`src/rtl/clk_period_meter_pkg.sv`:
```
// Shared types and defaults for clk_period_meter: FSM state encoding,
// counter width / timeout defaults and the averaging window depth.
package clk_period_meter_pkg;

  typedef enum logic [1:0] {
    IDLE    = 2'd0,
    ARMED   = 2'd1,
    MEASURE = 2'd2,
    TIMEOUT = 2'd3
  } state_e;

  localparam int          CNT_W_DEF       = 16;
  localparam int unsigned TIMEOUT_CYC_DEF = 32'd65535;
  localparam int          AVG_DEPTH       = 4;

endpackage

```
`src/rtl/clk_period_meter_sync.sv`:
```
// sync_rise_det: 2-FF synchronizer plus history flop; reports the
// synchronized level and a single-cycle rising-edge strobe.
module sync_rise_det (
  input  logic clk,
  input  logic rst_n,
  input  logic d_i,
  output logic lvl_o,
  output logic rise_o
);

  logic s1_q, s2_q, s3_q;

  always_ff @(posedge clk or negedge rst_n) begin
    if (!rst_n) begin
      s1_q <= 1'b0;
      s2_q <= 1'b0;
      s3_q <= 1'b0;
    end else begin
      s1_q <= d_i;
      s2_q <= s1_q;
      s3_q <= s2_q;
    end
  end

  assign lvl_o  = s2_q;
  assign rise_o = s2_q & ~s3_q;

endmodule

```
`src/rtl/clk_period_meter.sv`:
```
// Measures period and high time of an asynchronous clock-like input in clk cycles.
// Optional 4-sample averaging of reports when PERIOD_AVG4_EN is defined.
module clk_period_meter
  import clk_period_meter_pkg::*;
#(
  parameter int          CNT_W       = CNT_W_DEF,
  parameter int unsigned TIMEOUT_CYC = TIMEOUT_CYC_DEF
) (
  input  logic             clk,
  input  logic             rst_n,
  input  logic             ena,
  input  logic             sig_in,
  output logic [CNT_W-1:0] period_out,
  output logic [CNT_W-1:0] high_out,
  output logic             meas_valid,
  output logic             meas_ok,
  output logic             timeout
);

  localparam logic [CNT_W-1:0] TO_LIM = CNT_W'(TIMEOUT_CYC);

  state_e           st_q, st_d;
  logic [CNT_W-1:0] pcnt_q, pcnt_d, hcnt_q, hcnt_d;
  logic [CNT_W-1:0] per_q, per_d, hi_q, hi_d;
  logic             vld_q, vld_d, ok_q, ok_d, tmo_q, tmo_d;
  logic             rise, s2;
  logic             meas_end, tmo_hit;
  logic             rep_ok;
  logic [CNT_W-1:0] rep_per, rep_hi;

  sync_rise_det u_sync (
    .clk    (clk),
    .rst_n  (rst_n),
    .d_i    (sig_in),
    .lvl_o  (s2),
    .rise_o (rise)
  );

  // A rise in the timeout cycle still completes the measurement.
  assign meas_end = ena && (st_q == MEASURE) && rise;
  assign tmo_hit  = ena && (st_q == MEASURE) && !rise && (pcnt_q == TO_LIM);

`ifdef PERIOD_AVG4_EN
  localparam int SUM_W = CNT_W + 2;

  logic [AVG_DEPTH-2:0][CNT_W-1:0] aper_q, ahi_q;
  logic [1:0]                      afill_q;
  logic                            avg_clr;
  logic [SUM_W-1:0]                psum, hsum;

  assign avg_clr = !ena || (st_q == IDLE) || tmo_hit;

  always_ff @(posedge clk or negedge rst_n) begin
    if (!rst_n) begin
      aper_q  <= '0;
      ahi_q   <= '0;
      afill_q <= '0;
    end else if (avg_clr) begin
      aper_q  <= '0;
      ahi_q   <= '0;
      afill_q <= '0;
    end else if (meas_end) begin
      aper_q <= {aper_q[AVG_DEPTH-3:0], pcnt_q};
      ahi_q  <= {ahi_q[AVG_DEPTH-3:0], hcnt_q};
      if (afill_q != 2'(AVG_DEPTH-1)) afill_q <= afill_q + 2'd1;
    end
  end

  always_comb begin
    psum = SUM_W'(pcnt_q);
    hsum = SUM_W'(hcnt_q);
    for (int i = 0; i < AVG_DEPTH-1; i++) begin
      psum = psum + SUM_W'(aper_q[i]);
      hsum = hsum + SUM_W'(ahi_q[i]);
    end
  end

  assign rep_ok  = (afill_q == 2'(AVG_DEPTH-1));
  assign rep_per = psum[SUM_W-1:2];
  assign rep_hi  = hsum[SUM_W-1:2];
`else
  assign rep_ok  = 1'b1;
  assign rep_per = pcnt_q;
  assign rep_hi  = hcnt_q;
`endif

  always_ff @(posedge clk or negedge rst_n) begin
    if (!rst_n) st_q <= IDLE;
    else        st_q <= st_d;
  end

  always_comb begin
    st_d = st_q;
    if (!ena) st_d = IDLE;
    else begin
      case (st_q)
        IDLE:    st_d = ARMED;
        ARMED:   if (rise) st_d = MEASURE;
        MEASURE: if (tmo_hit) st_d = TIMEOUT;
        TIMEOUT: if (rise) st_d = MEASURE;
        default: st_d = IDLE;
      endcase
    end
  end

  always_comb begin
    pcnt_d = pcnt_q;
    hcnt_d = hcnt_q;
    per_d  = per_q;
    hi_d   = hi_q;
    vld_d  = 1'b0;
    ok_d   = ok_q;
    tmo_d  = tmo_q;
    if (!ena) begin
      pcnt_d = '0;
      hcnt_d = '0;
      ok_d   = 1'b0;
      tmo_d  = 1'b0;
    end else begin
      case (st_q)
        IDLE: begin
          pcnt_d = '0;
          hcnt_d = '0;
          ok_d   = 1'b0;
        end
        ARMED, TIMEOUT: begin
          // First rise only opens a window; nothing to report yet.
          if (rise) begin
            pcnt_d = CNT_W'(1);
            hcnt_d = CNT_W'(1);
            tmo_d  = 1'b0;
          end
        end
        MEASURE: begin
          if (rise) begin
            if (rep_ok) begin
              per_d = rep_per;
              hi_d  = rep_hi;
              vld_d = 1'b1;
              ok_d  = 1'b1;
            end
            pcnt_d = CNT_W'(1);
            hcnt_d = CNT_W'(1);
          end else if (tmo_hit) begin
            tmo_d = 1'b1;
            ok_d  = 1'b0;
          end else begin
            pcnt_d = pcnt_q + CNT_W'(1);
            hcnt_d = hcnt_q + CNT_W'(s2);
          end
        end
        default: ;
      endcase
    end
  end

  always_ff @(posedge clk or negedge rst_n) begin
    if (!rst_n) begin
      pcnt_q <= '0;
      hcnt_q <= '0;
      per_q  <= '0;
      hi_q   <= '0;
      vld_q  <= 1'b0;
      ok_q   <= 1'b0;
      tmo_q  <= 1'b0;
    end else begin
      pcnt_q <= pcnt_d;
      hcnt_q <= hcnt_d;
      per_q  <= per_d;
      hi_q   <= hi_d;
      vld_q  <= vld_d;
      ok_q   <= ok_d;
      tmo_q  <= tmo_d;
    end
  end

  assign period_out = per_q;
  assign high_out   = hi_q;
  assign meas_valid = vld_q;
  assign meas_ok    = ok_q;
  assign timeout    = tmo_q;

endmodule

```
`config.mk`:
```
export PLATFORM = sky130hd
export DESIGN_NAME = clk_period_meter
export DESIGN_NICKNAME = d
export VERILOG_FILES = /design/src/rtl/clk_period_meter_pkg.sv /design/src/rtl/clk_period_meter_sync.sv /design/src/rtl/clk_period_meter.sv
export SDC_FILE = /design/constraint.sdc
export NUM_CORES = 1
export LEC_CHECK = 0
export CAP_MARGIN = 25
export CORE_ASPECT_RATIO = 2
export CORE_MARGIN = 3
export CORE_UTILIZATION = 25
export CTS_BUF_LIST = sky130_fd_sc_hd__clkbuf_4
export DETAILED_ROUTE_END_ITERATION = 7
export SLEW_MARGIN = 20
export SYNTH_ARGS = -nofsm -noshare
export SYNTH_HDL_FRONTEND = slang
export SYNTH_SLANG_ARGS = --single-unit
```
`constraint.sdc`:
```
create_clock -name clk -period 1.95 [get_ports clk]
set_clock_uncertainty 0.1 [all_clocks]
set_input_delay 0.39 -clock clk [delete_from_list [all_inputs] [get_ports clk]]
set_output_delay 0.39 -clock clk [all_outputs]
set_load 0.005 [all_outputs]
```
==> impl_metrics.csv <==
group,metric,value,unit
run_status,status,"finished, final reports clean",
synth,avgSynthCellArea,11.3,µm²
floorplan,start_util,25.8,%
detailed_routing,route.vias.total,2732,
clocking,cts_max_path_buffers,2,
clocking,cts_tree,"yes",
synth,yosysSeqAreaShare,55.0,%
floorplan,die_w,86.9,µm
synth,synth_cell_types,47,
floorplan,io_pins,39,
timing,fin_crit_sh,99.5,%
timing,slew_violations,0,
placement,place_inst,530,
synth,synth_edf_count,0,
floorplan,die_height,168,µm
clocking,clk-insertion-delay-late,0.43,ns
detailed_routing,antenna_left,0,
flow_run,maxCapViolCount,0,
final_layout,mostFrequentLayoutCell,"dfrtp_1",
synth,netlist_area,3270,µm²
clocking,cts_root_buffer,"clkbuf_4",
placement,place_hpwl,6230,µm
synth,syn_nets,297,
power,finalPower,2.87,mW
global_route,antenna_found_initial,1,
critical_path,rrSetupSlack,0.02,ns
hold_path,hold_path.startpoint,"u_sync.s1_q",
timing,worstMarginPinSlew,0.494,ns
synth,ys.flop_type,"dfrtp_1",
synth,synthCells,290,
power,peakVddDrop,0.454,mV
critical_path,timing.rr.start,"u_sync.lvl_o",
detailed_routing,wl,8550,µm
detailed_routing,wl_per_cell,15.4,µm
global_route,grtUsageTotal,12.3,%
global_route,grt_overflow,0,
final_layout,layout.nets,406,
global_route,grt_pass1_wl,14100,µm
clocking,clock-sinks,72,
placement,io_buffers,38,
timing,setup_viol_count_final,0,
timing,slew_headroom,67.1,%
power,powerDensity,609,nW/µm²
final_layout,layout.cells.most_common_list,"dfrtp_1, buf_4, clkdlybuf4s50_1, mux2_2, nand2_1",
placement,place_congestion,0.798,
floorplan,rows,58,
timing,timing.fmax,516,MHz
critical_path,endpoint_kind,"flop",
critical_path,cp.arrival,2.17,ns
power,leakage,2.08,nW
critical_path,worstReg2RegEnd,"hcnt_q[8]",
detailed_routing,first_iter_violations,134,
floorplan,core-area,12700,µm²
global_route,grt_start_max_net_pins,62,
final_layout,layout-drive-gt1-share,39.6,%
synth,ys_seq_elements,72,
timing,hold_viol_final,0,
critical_path,cp-start-kind,"input port",
floorplan,die_area,14600,µm²
critical_path,critical_path.startpoint,"ena",
detailed_routing,post-route-drc-count,0,
critical_path,critPathCapture,"hcnt_q[14]",
clocking,path_clk_slew,0.11,ns
timing,timing.setup.tns,0,ns
global_route,grt_pass1_vias,2917,
critical_path,required,2.18,ns
synth,ys_warn_count,0,
timing,rsz0062_at_grt,"true",
final_layout,fillers,1221,
clocking,numCtsBuffers,9,
critical_path,r2r_cells,6,
clocking,ctsHtreeMaxLevel,3,
detailed_routing,firstDrtPassIters,4,
critical_path,path_class,"input port to flop",
timing,period_needed,1.94,ns
detailed_routing,drt-vias-per-instance,4.92,
critical_path,cp_max_fo,5,
hold_path,hp-class,"flop to flop",
final_layout,synthToLayoutAreaGrowth,43.9,%
final_layout,stdcell_count,555,
synth,async_reset_ff_share,100,%
==> synth_stat cells (2+ instances only) <==
| library cell | number | area [µm²] |
|---|---|---|
| dfrtp_1 | 72 | 1800 |
| mux2_2 | 32 | 360 |
| nand2_1 | 24 | 90.1 |
| a21oi_1 | 20 | 100 |
| nand3_1 | 16 | 80.1 |
| o21ai_0 | 16 | 80.1 |
| nor2_1 | 11 | 41.3 |
| or3_1 | 10 | 62.6 |
| or4_1 | 8 | 60.1 |
| clkbuf_1 | 6 | 22.5 |
| nand4_1 | 6 | 37.5 |
| o31ai_1 | 5 | 37.5 |
| a31o_2 | 4 | 35.0 |
| and3_1 | 4 | 25.0 |
| inv_1 | 4 | 15.0 |
| o211ai_1 | 4 | 30.0 |
| buf_2 | 3 | 15.0 |
| buf_6 | 3 | 33.8 |
| ha_1 | 3 | 37.5 |
| nand2b_1 | 3 | 18.8 |
| o41ai_1 | 3 | 26.3 |
| a21boi_0 | 2 | 15.0 |
| a31oi_1 | 2 | 12.5 |
| and2_1 | 2 | 12.5 |
| and4_1 | 2 | 17.5 |
| nor2b_1 | 2 | 12.5 |
| nor3b_1 | 2 | 15.0 |
| xnor2_1 | 2 | 17.5 |
==> layer usage <==
layer	wire length, µm	up-vias	GRT usage, %
met2	4830	41	22.2
met1	3160	1376	12.7
met4	320	0	6.65
li1	-	1293	-
met5	0	-	0
met3	236	22	2.55
==> how the worst min path moves through the flow <==
stage | end | slack [ns] | depth (start not counted)
6_report | u_sync.lvl_o | 0.25 | 0
3_5_place_dp | high_out[6] | 0.19 | 1
4_1_cts | period_out[15] | 0.26 | 2
3_3_place_gp | high_out[8] | 0.18 | 1
2_1_floorplan | hcnt_q[0] | -0.006 | 0
5_1_grt | u_sync.lvl_o | 0.26 | 0
==> per-stage QoR <==
step | util, % | area [µm²] | setup slack (ns) | hold WS, ns
2_1_floorplan | - | 3290 | -0.0528 | -0.00559
3_3_place_gp | 33.8 | 4290 | -0.328 | 0.180
3_5_place_dp | 33.8 | 4290 | -0.416 | 0.191
4_1_cts | 35.8 | 4540 | -0.0323 | 0.256
5_1_grt | 37.1 | 4710 | -0.0748 | 0.260
6_report | 37.1 | 4710 | 0.0102 | 0.250
==> where the power goes <==
| group | total (mW) | switching, mW | internal (mW) |
|---|---|---|---|
| clock network | 1.06 | 0.498 | 0.558 |
| logic | 0.285 | 0.159 | 0.126 |
| registers | 1.53 | 0.0142 | 1.51 |
| total | 2.87 | 0.671 | 2.20 |
==> cell families after synthesis <==
kind of cell	after synthesis	share of synthesized area (%)
mux	33	11.3
flops	72	55.0
compound gates	65	12.7
xor+xnor	2	0.535
fa+ha+maj	3	1.15
simple gates	97	16.3
buf+inv	18	2.98
==> repair_timing <==
item / 4_1_cts / 5_1_grt
gates resized for setup: 11 / 33
hold endpoints to repair: 11 / 0
buffers inserted: 4 / 4
pin swaps: 5 / 7
hold buffers: 1 / 0
cloned: 0 / 0
setup endpoints to repair: 23 / 18
==> critical path: stages <==
cell	delay, ns
clkdlybuf4s50_1	0.54
nand3b_1	0.22
nor4_4	0.27
buf_4	0.20
a211oi_4	0.07
buf_4	0.15
and3b_1	0.15
o21a_1	0.16
==> registers in the layout, indices dropped and copies added (netlist names) <==
register and cells:
u_sync.s1_q 1, st_q 2, period_out 16, u_sync.lvl_o 1
meas_ok 1, timeout 1, high_out 16, u_sync.s3_q 1
pcnt_q 16, hcnt_q 16, meas_valid 1
==> layout make-up <==
class / count / area [µm²] / share of cell area [%]
well taps: 150 / 188 / 3.98
repair buffers: 112 / 990 / 21.0
flip-flops and latches: 72 / 1800 / 38.3
clock inverters: 4 / 68.8 / 1.46
multi-input cells: 200 / 1560 / 33.0
clock buffers: 12 / 90.1 / 1.91
inverters: 4 / 15.0 / 0.319
diodes: 1 / 2.50 / 0.0531
Note: power is estimated with default switching activity, not from simulation.
